$ cat src/rtl/scan_cfg_loader.sv
// Host byte stream -> CLB or connection scan chain loader, with chain readback.
// Stream: CMD, LEN_HI, LEN_LO, then ceil(LEN/8) LSB-first data bytes; 8 bits per 9 cycles when streaming.
module scan_cfg_loader #(
  parameter int LEN_W = 16
) (
  input  logic       scan_clk,
  input  logic       rst_n,
  input  logic [7:0] cfg_data,
  input  logic       cfg_valid,
  output logic       cfg_ready,
  output logic       clb_scan_in,
  output logic       clb_scan_en,
  input  logic       clb_scan_out,
  output logic       conn_scan_in,
  output logic       conn_scan_en,
  input  logic       conn_scan_out,
  output logic [7:0] rd_data,
  output logic       rd_valid,
  output logic       busy,
  output logic       done,
  output logic       err
);

  typedef enum logic [2:0] {S_IDLE, S_LEN_HI, S_LEN_LO, S_LOAD, S_DONE} state_t;

  state_t           state_q;
  logic             sel_q;
  logic [7:0]       len_hi_q;
  logic [LEN_W-1:0] rem_q;
  logic [7:0]       buf_q;
  logic [3:0]       bcnt_q;
  logic [7:0]       col_q;
  logic [2:0]       sidx_q;
  logic             clb_in_q, clb_en_q, conn_in_q, conn_en_q;
  logic             rd_valid_q, done_q, err_q;
  logic [7:0]       rd_data_q;

  logic             xfer, shift, smp_en, smp_bit, last_smp;
  logic [LEN_W-1:0] len_d;
  logic [3:0]       ld_cnt_d;
  logic [7:0]       col_d;

  always_comb begin
    cfg_ready = 1'b0;
    case (state_q)
      S_IDLE, S_LEN_HI, S_LEN_LO: cfg_ready = 1'b1;
      S_LOAD:  cfg_ready = (bcnt_q == 4'd0) && (rem_q != '0);
      default: cfg_ready = 1'b0;
    endcase
  end

  assign xfer     = cfg_valid && cfg_ready;
  assign shift    = (state_q == S_LOAD) && (bcnt_q != 4'd0);
  assign smp_en   = sel_q ? conn_en_q : clb_en_q;
  assign smp_bit  = sel_q ? conn_scan_out : clb_scan_out;
  // rem_q already counts the bit being sampled, so zero marks the final sample.
  assign last_smp = (sidx_q == 3'd7) || (rem_q == '0);
  assign len_d    = LEN_W'({len_hi_q, cfg_data});
  assign ld_cnt_d = (rem_q >= LEN_W'(8)) ? 4'd8 : rem_q[3:0];

  always_comb begin
    col_d         = col_q;
    col_d[sidx_q] = smp_bit;
  end

  always_ff @(posedge scan_clk or negedge rst_n) begin
    if (!rst_n) begin
      state_q    <= S_IDLE;
      sel_q      <= 1'b0;
      len_hi_q   <= '0;
      rem_q      <= '0;
      buf_q      <= '0;
      bcnt_q     <= '0;
      col_q      <= '0;
      sidx_q     <= '0;
      clb_in_q   <= 1'b0;
      clb_en_q   <= 1'b0;
      conn_in_q  <= 1'b0;
      conn_en_q  <= 1'b0;
      rd_valid_q <= 1'b0;
      rd_data_q  <= '0;
      done_q     <= 1'b0;
      err_q      <= 1'b0;
    end else begin
      clb_en_q   <= shift && !sel_q;
      clb_in_q   <= shift && !sel_q && buf_q[0];
      conn_en_q  <= shift && sel_q;
      conn_in_q  <= shift && sel_q && buf_q[0];
      rd_valid_q <= 1'b0;
      done_q     <= 1'b0;

      if (smp_en) begin
        if (last_smp) begin
          rd_data_q  <= col_d;
          rd_valid_q <= 1'b1;
          col_q      <= '0;
          sidx_q     <= '0;
        end else begin
          col_q  <= col_d;
          sidx_q <= sidx_q + 3'd1;
        end
      end

      case (state_q)
        S_IDLE: if (xfer) begin
          if (cfg_data[7:1] != 7'd0) begin
            err_q <= 1'b1;
          end else begin
            err_q   <= 1'b0;
            sel_q   <= cfg_data[0];
            state_q <= S_LEN_HI;
          end
        end
        S_LEN_HI: if (xfer) begin
          len_hi_q <= cfg_data;
          state_q  <= S_LEN_LO;
        end
        S_LEN_LO: if (xfer) begin
          rem_q <= len_d;
          if (len_d == '0) begin
            state_q <= S_DONE;
            done_q  <= 1'b1;
          end else begin
            state_q <= S_LOAD;
          end
        end
        S_LOAD: begin
          if (shift) begin
            buf_q  <= {1'b0, buf_q[7:1]};
            bcnt_q <= bcnt_q - 4'd1;
            rem_q  <= rem_q - LEN_W'(1);
          end else if (xfer) begin
            buf_q  <= cfg_data;
            bcnt_q <= ld_cnt_d;
          end else if (rem_q == '0) begin
            state_q <= S_DONE;
            done_q  <= 1'b1;
          end
        end
        S_DONE:  state_q <= S_IDLE;
        default: state_q <= S_IDLE;
      endcase
    end
  end

  assign clb_scan_in  = clb_in_q;
  assign clb_scan_en  = clb_en_q;
  assign conn_scan_in = conn_in_q;
  assign conn_scan_en = conn_en_q;
  assign rd_data      = rd_data_q;
  assign rd_valid     = rd_valid_q;
  assign busy         = (state_q != S_IDLE);
  assign done         = done_q;
  assign err          = err_q;

endmodule

$ cat config.mk
export PLATFORM = sky130hd
export DESIGN_NAME = scan_cfg_loader
export DESIGN_NICKNAME = d
export VERILOG_FILES = /design/src/rtl/scan_cfg_loader.sv
export SDC_FILE = /design/constraint.sdc
export NUM_CORES = 1
export LEC_CHECK = 0
export CORE_UTILIZATION = 58
export CTS_CLUSTER_SIZE = 20
export DETAILED_ROUTE_END_ITERATION = 8
export GPL_TIMING_DRIVEN = 0
export HOLD_SLACK_MARGIN = 0.03
export PLACE_DENSITY = 0.8
export RECOVER_POWER = 100
export SYNTH_ARGS = -nofsm -noshare
export SYNTH_HDL_FRONTEND = slang
export SYNTH_SLANG_ARGS = --single-unit
$ cat constraint.sdc
create_clock -name scan_clk -period 2.2 [get_ports scan_clk]
set_input_delay 0.44 -clock scan_clk [delete_from_list [all_inputs] [get_ports scan_clk]]
set_output_delay 0.44 -clock scan_clk [all_outputs]
set_load 0.01 [all_outputs]
==> flow_metrics.tcl, run 1 <==
set metrics [dict create \
    status "finished with violations" \
    violations "capacitance limit, slew limit, setup timing" \
    clock_latency_ps 350 \
    grtUsageTotal_pct 30.49 \
    clock-root-buffer "clkbuf_8" \
    start_util_pct 60.98 \
    min_period_ps 2262 \
    drt_wl_total_microns 8709 \
    postPlaceCellArea_sq_mm 0.003797 \
    slew_violations 67 \
    postSynthCellCount 378 \
    hold_buffers 0 \
    netlist.area_leader.share_pct 48.30 \
    hold_depth 1 \
    maxSlewHeadroom_pct -9.042 \
    ys_ff_latch 66 \
    cts_tree "built" \
    synth_top_flop_cell "dfrtp_1" \
    r2r-start "bcnt_q[0]$_DFFE_PN0P_" \
    grt_antenna_before_repair 0 \
    cts_inserted_buffers 9 \
    synth_seq_area_share_pct 48.30 \
    ant_nets 0 \
    yosysUniqueCellTypes 54 \
    holdWs_ps 483.1 \
    place_congestion 0.9331 \
    whs_endpoint "err$_DFFE_PN0P_" \
    num_rows 27 \
    grt-ovfl-total 0 \
    wl_per_cell_microns 17.21 \
    drc 0 \
    cts.sinks 66 \
    skew_ps 10.12 \
    dieHeight_microns 78.79 \
    hold_class "flop to flop" \
    path_max_fanout 2 \
    r2r-end "buf_q[5]$_DFFE_PN0P_" \
    grt_pass1_vias 2935 \
    cts_buffer_depth 2 \
    die_area_sq_mm 0.006207 \
    synth-edff-count 0 \
    tns_ps -123.1 \
    dr.pass1.iters 5 \
    crit_type "flop to primary output" \
    leakage_uw 0.001789 \
    worstMarginPinSlew_ps 1636 \
    ir_worst_vdd_v 0.0009449 \
    syn_to_final_growth_pct 23.20 \
    syn-num-nets 395 \
    synth.area.top_cells "dfrtp_1 48%, a21oi_1 7.8%, nor2_1 4.5%, o21ai_0 4.0%, nand2_1 3.3%" \
    fin_crit_sh_pct 102.8 \
    crit_required_ps 1760 \
    synth.cell_area_sq_mm 0.003420 \
    power.density_mw_per_mm2 1502 \
    fin_area_sq_mm 0.004213 \
    synth-warning-count 0 \
    r2r_setup_slack_ps 0 \
    dp_hpwl_microns 5596 \
    r2r_cells 8 \
    place_ws_ps -513.7 \
    fin_util_pct 75.12 \
    setup_viol 4 \
    min_from "err$_DFFE_PN0P_" \
    grt_pass1_wl_microns 14340 \
    crit_path_start_kind "flop" \
    nets 446 \
    max_cap_violations 1 \
    cts.clk_slew.worst_paths_ps 80 \
    setup_ws_ps -61.77 \
    viasPerCell 6.281 \
    arrival_ps 1820 \
    grt_max_degree 67 \
    antenna_cells 0 \
    hold_viol_final 0 \
    avgSynthCellArea_sq_um 9.046 \
    end_kind "primary output" \
    crit_start "rem_q[0]$_DFFE_PN0P_" \
    synth_top_area_cell "dfrtp_1" \
    grt_setup_unrepaired "true" \
    coreArea_sq_mm 0.005608 \
    vias 3178 \
    max_freq_mhz 442.1 \
    io_buffers 29 \
    fp.dieW_microns 78.79 \
    drt-initial-drc-count 387 \
    async_reset_ff_share_pct 100.0 \
    top_level_ports 30 \
    layout-drive-gt1-share_pct 17.05 \
    h-tree-depth 3 \
]
## state kept, by name, indices dropped and copies added, names as in the netlist
signal,count
buf_q,8
rd_data,8
clb_scan_en,1
rd_valid,1
sidx_q,3
col_q,8
conn_scan_en,1
sel_q,1
bcnt_q,4
state_q,3
len_hi_q,8
rem_q,16
done,1
clb_scan_in,1
conn_scan_in,1
err,1
## worst max-delay path, cell delays in order (launching register included)
cell and delay, ps:
dfrtp_2 430, inv_2 80, ha_4 130, nor4b_4 210, and3_4 250, nand2_4 50, a21oi_2 120, nor2_1 50
buf_2 140
## worst max-delay path by stage
stage / to / slack (ps) / cells after the start
6_report: cfg_ready / -60 / 8
5_1_grt: cfg_ready / -140 / 8
4_1_cts: cfg_ready / -60 / 6
3_5_place_dp: cfg_ready / -510 / 9
3_3_place_gp: buf_q[2]$_DFFE_PN0P_ / -1470 / 1
2_1_floorplan: cfg_ready / 180 / 8
## metal layers
layer / share of wire (%) / GRT usage, %
met1: 44 / 40.74
met2: 47 / 48.09
met3: 6.9 / 6.092
met4: 2.1 / 13.52
met5: 0 / 0
## cell usage after synthesis (2+ instances only)
cell       instances
o21ai_1            9
nand3_1           12
and2_1             3
clkbuf_1          15
mux2_2             9
nand2b_1           2
ha_1               4
a32o_1             2
inv_1             16
nand2_1           30
dfrtp_1           66
mux2i_1            4
or3_1              2
and3_1             3
o21ai_0           27
nor3_1            12
o31ai_1            2
buf_2              6
or3b_2             2
a21oi_1           53
o32ai_1            4
nand3b_1           4
or4_1              2
a2bb2oi_1          3
a31oi_1            4
o22ai_1           14
nor2_1            41
## report_power, final
group	leakage, uW	internal (uW)	switching, uW
sequential	0.000771	1750	490
combinational	0.000890	1180	1630
clock	0.000127	787	497
total	0.00179	3710	2610
## kinds of logic after synthesis
family                     synth area share [%]
adders and majority gates                 1.464
and+or+nand+nor                           19.36
buffers and inverters                     4.720
muxes                                     4.135
DFF                                       48.30
AOI/OAI and AO/OA                         22.03
## per-stage QoR
stage | total power [uW] | std cells
global placement | 4653 | 479
floorplan | 3942 | 378
finish | 6326 | 506
CTS | 6193 | 502
global route | 6732 | 506
detailed placement | 4762 | 479
## cell usage in the layout, fill, tap and decap left out, types with 3 or more instances in the layout
cell and n:
nor3_4 3, o22ai_1 14, o21ai_0 27, clkbuf_2 3
clkbuf_8 10, a2bb2oi_1 3, clkdlybuf4s50_1 10, nand3_1 12
dfrtp_2 4, mux2i_1 4, o21ai_1 9, a31oi_1 4
clkbuf_1 11, mux2_2 9, o32ai_1 4, a21oi_1 52
bufinv_16 3, buf_2 5, ha_1 3, nand3b_1 4
nand2_1 29, buf_4 15, inv_1 14, dlygate4sd3_1 16
nor2_1 41, nor3_1 10, dfrtp_1 62
## repair_timing
item                       4_1_cts  5_1_grt
buffers inserted                 9        6
pin swaps                        4        7
setup endpoints to repair       20       18
resized for setup               20       11
## final cells by class
cell class              count  area [sq um]
multi-input cells         273          1674
flip-flops and latches     66          1657
fillers                   417          1395
repair buffers             44         395.4
clock buffers              10         137.6
clock inverters             6         112.6
well taps                  72         90.09
plain buffers              19         86.33
inverters                  16         60.06
(Power assumes the default switching activity.)
==> run 2: changes to the inputs <==
Settings changed: ABC_AREA from default to 1, CORE_UTILIZATION 58 to 45, PLACE_DENSITY 0.8 to default.
==> flow_metrics.tcl, run 2 <==
set metrics [dict create \
    status "finished with violations" \
    violations "capacitance limit, slew limit" \
    ir_worst_vdd_v 0.0006507 \
    yosysUniqueCellTypes 32 \
    netlist.area_leader.share_pct 47.18 \
    h-tree-depth 3 \
    viasPerCell 5.211 \
    path_cells "inv_2, ha_4, inv_1, nor2_2, nand2_2, a21oi_2, nor2_1, nor2_1, buf_2" \
    grtUsageTotal_pct 22.31 \
    nets 520 \
    crit_path_start_kind "flop" \
    seqCellArea_sq_mm 0.001653 \
    start_util_pct 47.50 \
    dp_hpwl_microns 6039 \
    dr.pass1.iters 4 \
    crit_top_cell "nor2_1" \
    hold_class "flop to flop" \
    cpPeakStageDelay_ps 400 \
    multi_input_area_sq_mm 0.001598 \
    synth.area.top_cells "dfrtp_1 47%, nand2_1 13%, o21ai_0 6.1%, inv_1 5.4%, nor2_1 4.5%" \
    power.density_mw_per_mm2 1248 \
    crit_type "flop to primary output" \
    ys_ff_latch 66 \
    r2r_setup_slack_ps 310 \
    top_level_ports 30 \
    mostFrequentLayoutCell "nand2_1" \
    largest_reg_flops 16 \
    leakage_uw 0.001908 \
    synth.most_common_cell "nand2_1" \
    crit_slowest_cell "dfrtp_1" \
    max_freq_mhz 473.6 \
    fin_crit_sh_pct 95.97 \
    antenna_cells 0 \
    ant_nets 0 \
    num_rows 31 \
    r2r-end "state_q[0]$_DFFE_PN0P_" \
    min_from "rd_data[3]$_DFFE_PN0P_" \
    place_congestion 0.8404 \
    clock_latency_ps 340 \
    worstMarginPinSlew_ps 1671 \
    cts_inserted_buffers 9 \
    vias 3163 \
    maxSlewHeadroom_pct -11.40 \
    fin_cells 607 \
    end_kind "primary output" \
    cts_tree "built" \
    setup_viol 0 \
    largest-register "rem_q" \
    hold_viol_final 0 \
    coreArea_sq_mm 0.007370 \
    syn_to_final_growth_pct 18.55 \
    r2r-start "bcnt_q[0]$_DFFE_PN0P_" \
    skew_ps 8.910 \
    final_cell_mix "121 x nand2_1, 65 x dfrtp_1, 47 x inv_1" \
    clock-root-buffer "clkbuf_8" \
    synth_top_area_cell "dfrtp_1" \
    max_cap_violations 1 \
    grt_pass1_vias 2936 \
    die_area_sq_mm 0.008136 \
    synth_seq_area_share_pct 47.18 \
    grt-ovfl-total 0 \
    async_reset_ff_share_pct 100.0 \
    wl_per_cell_microns 14.07 \
    avgSynthCellArea_sq_um 7.627 \
    drt-initial-drc-count 189 \
    r2r_cells 12 \
    cts.sinks 66 \
    whs_endpoint "rd_data[3]$_DFFE_PN0P_" \
    path_max_fanout 2 \
    postSynthCellCount 459 \
    place_ws_ps -110.9 \
    setup_ws_ps 88.68 \
    ys_top_cells_by_count "122 x nand2_1, 66 x dfrtp_1, 50 x inv_1, 43 x o21ai_0, 42 x nor2_1" \
    fillers 743 \
    synth-edff-count 0 \
    io_buffers 29 \
    min_period_ps 2111 \
    synth_top_flop_cell "dfrtp_1" \
    dieHeight_microns 90.20 \
    hold_depth 2 \
    synth-warning-count 0 \
    arrival_ps 1670 \
    grt_pass1_wl_microns 14280 \
    drc 0 \
    dp_cells 587 \
    grt_max_degree 67 \
    synth.cell_area_sq_mm 0.003501 \
    cts.clk_slew.worst_paths_ps 70 \
    drt_wl_total_microns 8543 \
    layout-drive-gt1-share_pct 11.02 \
    fp.dieW_microns 90.20 \
    crit_required_ps 1760 \
    syn-num-nets 476 \
    slew_violations 67 \
    grt_antenna_before_repair 0 \
    cts_buffer_depth 2 \
]
run 2: what timing repair did:
action	CTS	global route
buffers inserted	3	1
gates resized for setup	6	10
setup endpoints to repair	1	2
hold buffers	0	0
pin swaps	2	3
run 2: logic make-up (layout without fill, tap and decap cells):
family	after synthesis	in the layout	synth area share (%)
xor+xnor	1	1	0.2502
mux	2	2	0.5719
compound gates	100	100	15.58
buf+inv	68	117	8.113
simple gates	218	218	26.88
fa+ha+maj	4	4	1.430
flops	66	66	47.18
run 2: metrics by stage:
stage               hold WS, ps  TNS (ps)  instance area (sq um)  power [uW]  utilization, %
finish                    478.4         0                   4150        5180           56.32
global placement          463.4   -101580                   3915        4069           53.12
detailed placement        471.3    -110.9                   3913        4116           53.09
floorplan                 144.4         0                   3501        3479               -
CTS                       233.6         0                   4119        5138           55.89
global route              515.4    -9.398                   4150        5613           56.32
run 2: area by class of cell:
cell class | instances | area share (%)
clock buffer | 12 | 3.738
multi-input combinational | 325 | 38.50
inverter | 55 | 4.974
buffer | 13 | 1.869
tap | 99 | 2.985
clock inverter | 4 | 0.6331
sequential | 66 | 39.83
timing repair buffer | 33 | 7.477
run 2: routing by layer:
layer	track usage [%]	wire (microns)	vias to the layer above
li1	-	-	1587
met1	30.64	4091	1494
met2	36.01	3971	69
met3	2.876	362	13
met4	8.602	118	0
met5	0	0	-
run 2: where the power goes:
part / switching (uW) / internal (uW) / leakage [uW]
Sequential: 329 / 1630 / 0.000807
Combinational: 1430 / 842 / 0.00101
Clock: 477 / 469 / 0.0000924
run 2: worst max path at each step:
stage	cells past startpoint	slack (ps)	endpoint	start
finish	9	90	cfg_ready	bcnt_q[0]$_DFFE_PN0P_
CTS	9	40	cfg_ready	bcnt_q[0]$_DFFE_PN0P_
global placement	1	-1540	rem_q[13]$_DFFE_PN0P_	rst_n
global route	9	-9	cfg_ready	bcnt_q[0]$_DFFE_PN0P_
detailed placement	8	-110	cfg_ready	rem_q[0]$_DFFE_PN0P_
floorplan	10	600	rd_data[0]$_DFFE_PN0P_	rem_q[0]$_DFFE_PN0P_
run 2: worst max-delay path: cells and delay by family, from the launching register on:
family / cells / cell delay (ps)
DFF: 1 / 400
and+or+nand+nor: 4 / 370
buffers and inverters: 3 / 270
AOI/OAI and AO/OA: 1 / 140
adders and majority gates: 1 / 130
==> run 3: changes to the inputs <==
Settings changed: PLACE_DENSITY from default to 0.65, RECOVER_POWER 100 to 25.
==> flow_metrics.tcl, run 3 (synthesized netlist as in run 2, its figures left out) <==
set metrics [dict create \
    status "finished with violations" \
    violations "capacitance limit, slew limit" \
    r2r_setup_slack_ps 230 \
    num_rows 31 \
    cp.buffers_inverters 2 \
    place_ws_ps -102.2 \
    final_cell_mix "122 x nand2_1, 65 x dfrtp_1, 48 x inv_1" \
    min_period_ps 2115 \
    wl_per_cell_microns 13.95 \
    grtUsageTotal_pct 22.26 \
    hold_class "flop to flop" \
    dieHeight_microns 90.20 \
    maxSlewHeadroom_pct -9.182 \
    grt_max_degree 67 \
    dr.pass1.iters 5 \
    grt-ovfl-total 0 \
    worstMarginPinSlew_ps 1638 \
    cts_tree "built" \
    multi_input_area_sq_mm 0.001578 \
    syn_to_final_growth_pct 18.58 \
    nets 520 \
    cp.depth 8 \
    postPlaceCellArea_sq_mm 0.003913 \
    top_level_ports 30 \
    cpPeakStageDelay_ps 390 \
    place_congestion 0.9064 \
    start_util_pct 47.50 \
    end_kind "primary output" \
    cts.clk_slew.worst_paths_ps 80 \
    fin_area_sq_mm 0.004151 \
    max_cap_violations 1 \
    mostFrequentLayoutCell "nand2_1" \
    vias 3208 \
    arrival_ps 1680 \
    drt-initial-drc-count 237 \
    path_cells "inv_1, ha_2, nand2_1, nor2_4, a21oi_2, nor2_1, nor2_1, buf_2" \
    io_buffers 29 \
    clock_latency_ps 350 \
    h-tree-depth 3 \
    dp_hpwl_microns 6025 \
    crit_top_cell "nor2_1" \
    crit_required_ps 1760 \
    crit_start "rem_q[1]$_DFFE_PN0P_" \
    grt_pass1_vias 2920 \
    max_freq_mhz 472.7 \
    coreArea_sq_mm 0.007370 \
    clock-root-buffer "clkbuf_8" \
    crit_path_start_kind "flop" \
    largest_reg_flops 16 \
    seqCellArea_sq_mm 0.001653 \
    grt_pass1_wl_microns 14270 \
    cts_inserted_buffers 9 \
    cts_buffer_depth 2 \
    antenna_cells 0 \
    endpoint "cfg_ready" \
    skew_ps 8.010 \
    grt_antenna_before_repair 0 \
    path_max_fanout 3 \
    ir_worst_vdd_v 0.0006012 \
    r2r-end "bcnt_q[0]$_DFFE_PN0P_" \
    fp.dieW_microns 90.20 \
    viasPerCell 5.285 \
    crit_type "flop to primary output" \
    ant_nets 0 \
    power.density_mw_per_mm2 1272 \
    die_area_sq_mm 0.008136 \
    r2r-start "rem_q[1]$_DFFE_PN0P_" \
    crit_family "flip-flops" \
    setup_ws_ps 84.54 \
    cts.sinks 66 \
    slew_violations 67 \
    hold_viol_final 0 \
    grt_setup_unrepaired "true" \
    largest-register "rem_q" \
    drt_wl_total_microns 8466 \
    layout-drive-gt1-share_pct 10.43 \
    r2r_cells 12 \
    fin_crit_sh_pct 96.16 \
    setup_viol 0 \
    drc 0 \
    fillers 697 \
    leakage_uw 0.001923 \
    crit_slowest_cell "dfrtp_1" \
]
run 3: layout make-up:
cell class	instances	area share, %
inverter	55	4.973
sequential	66	39.81
tap	99	2.984
multi-input combinational	325	38.00
timing repair buffer	33	7.474
buffer	13	1.869
clock buffer	11	3.406
clock inverter	5	1.477
run 3: worst min-delay path by stage:
stage                           startpoint                     end  slack, ps  cells past startpoint
global placement    rd_data[4]$_DFFE_PN0P_  rd_data[4]$_DFFE_PN0P_        460                      2
global route        rd_data[5]$_DFFE_PN0P_  rd_data[5]$_DFFE_PN0P_        520                      2
CTS                                  rst_n  conn_scan_in$_DFF_PN0_        220                      1
detailed placement  rd_data[2]$_DFFE_PN0P_  rd_data[2]$_DFFE_PN0P_        470                      2
floorplan                            rst_n   bcnt_q[0]$_DFFE_PN0P_        140                      0
finish              rd_data[2]$_DFFE_PN0P_  rd_data[2]$_DFFE_PN0P_        480                      2
run 3: worst reg2reg max path, cell delays in order, from the launching register on:
cell and delay [ps]:
dfrtp_1 390, inv_1 110, ha_2 210, nand2_1 110, nor2_4 140, a21oi_2 80
buf_4 140, buf_4 120, nand4_2 140, nand2_1 100, buf_4 190, o21ai_1 80
nand2_1 60
run 3: per-layer routing:
layer	vias to the layer above	wire length (microns)	GRT usage (%)
met5	-	0	0
li1	1594	-	-
met1	1507	3898	28.99
met3	15	445	4.315
met4	0	177	9.140
met2	92	3944	36.32
run 3: what timing repair did:
| action | in CTS | in global routing |
|---|---|---|
| endpoints found under the setup margin | 1 | 2 |
| pin swaps | 1 | 1 |
| resized for setup | 7 | 4 |
| setup buffers | 2 | 2 |
| endpoints found under the hold margin | 0 | 0 |
| hold buffers | 0 | 0 |
run 3: power breakdown:
| part | total [uW] | internal [uW] | switching (uW) | leakage, uW |
|---|---|---|---|---|
| clock | 1070 | 561 | 510 | 0.000104 |
| combinational | 2260 | 846 | 1410 | 0.00101 |
| sequential | 1950 | 1630 | 324 | 0.000807 |
run 3: metrics by stage:
stage | hold slack, ps | util (%) | std cells | TNS (ps) | total power, uW
floorplan | 144.4 | - | 459 | 0 | 3479
global placement | 463.1 | 53.12 | 587 | -102670 | 4047
detailed placement | 468.4 | 53.09 | 587 | -102.2 | 4112
CTS | 216.7 | 56.08 | 605 | 0 | 5232
global route | 516.3 | 56.33 | 607 | -8.609 | 5696
finish | 479.4 | 56.33 | 607 | 0 | 5282
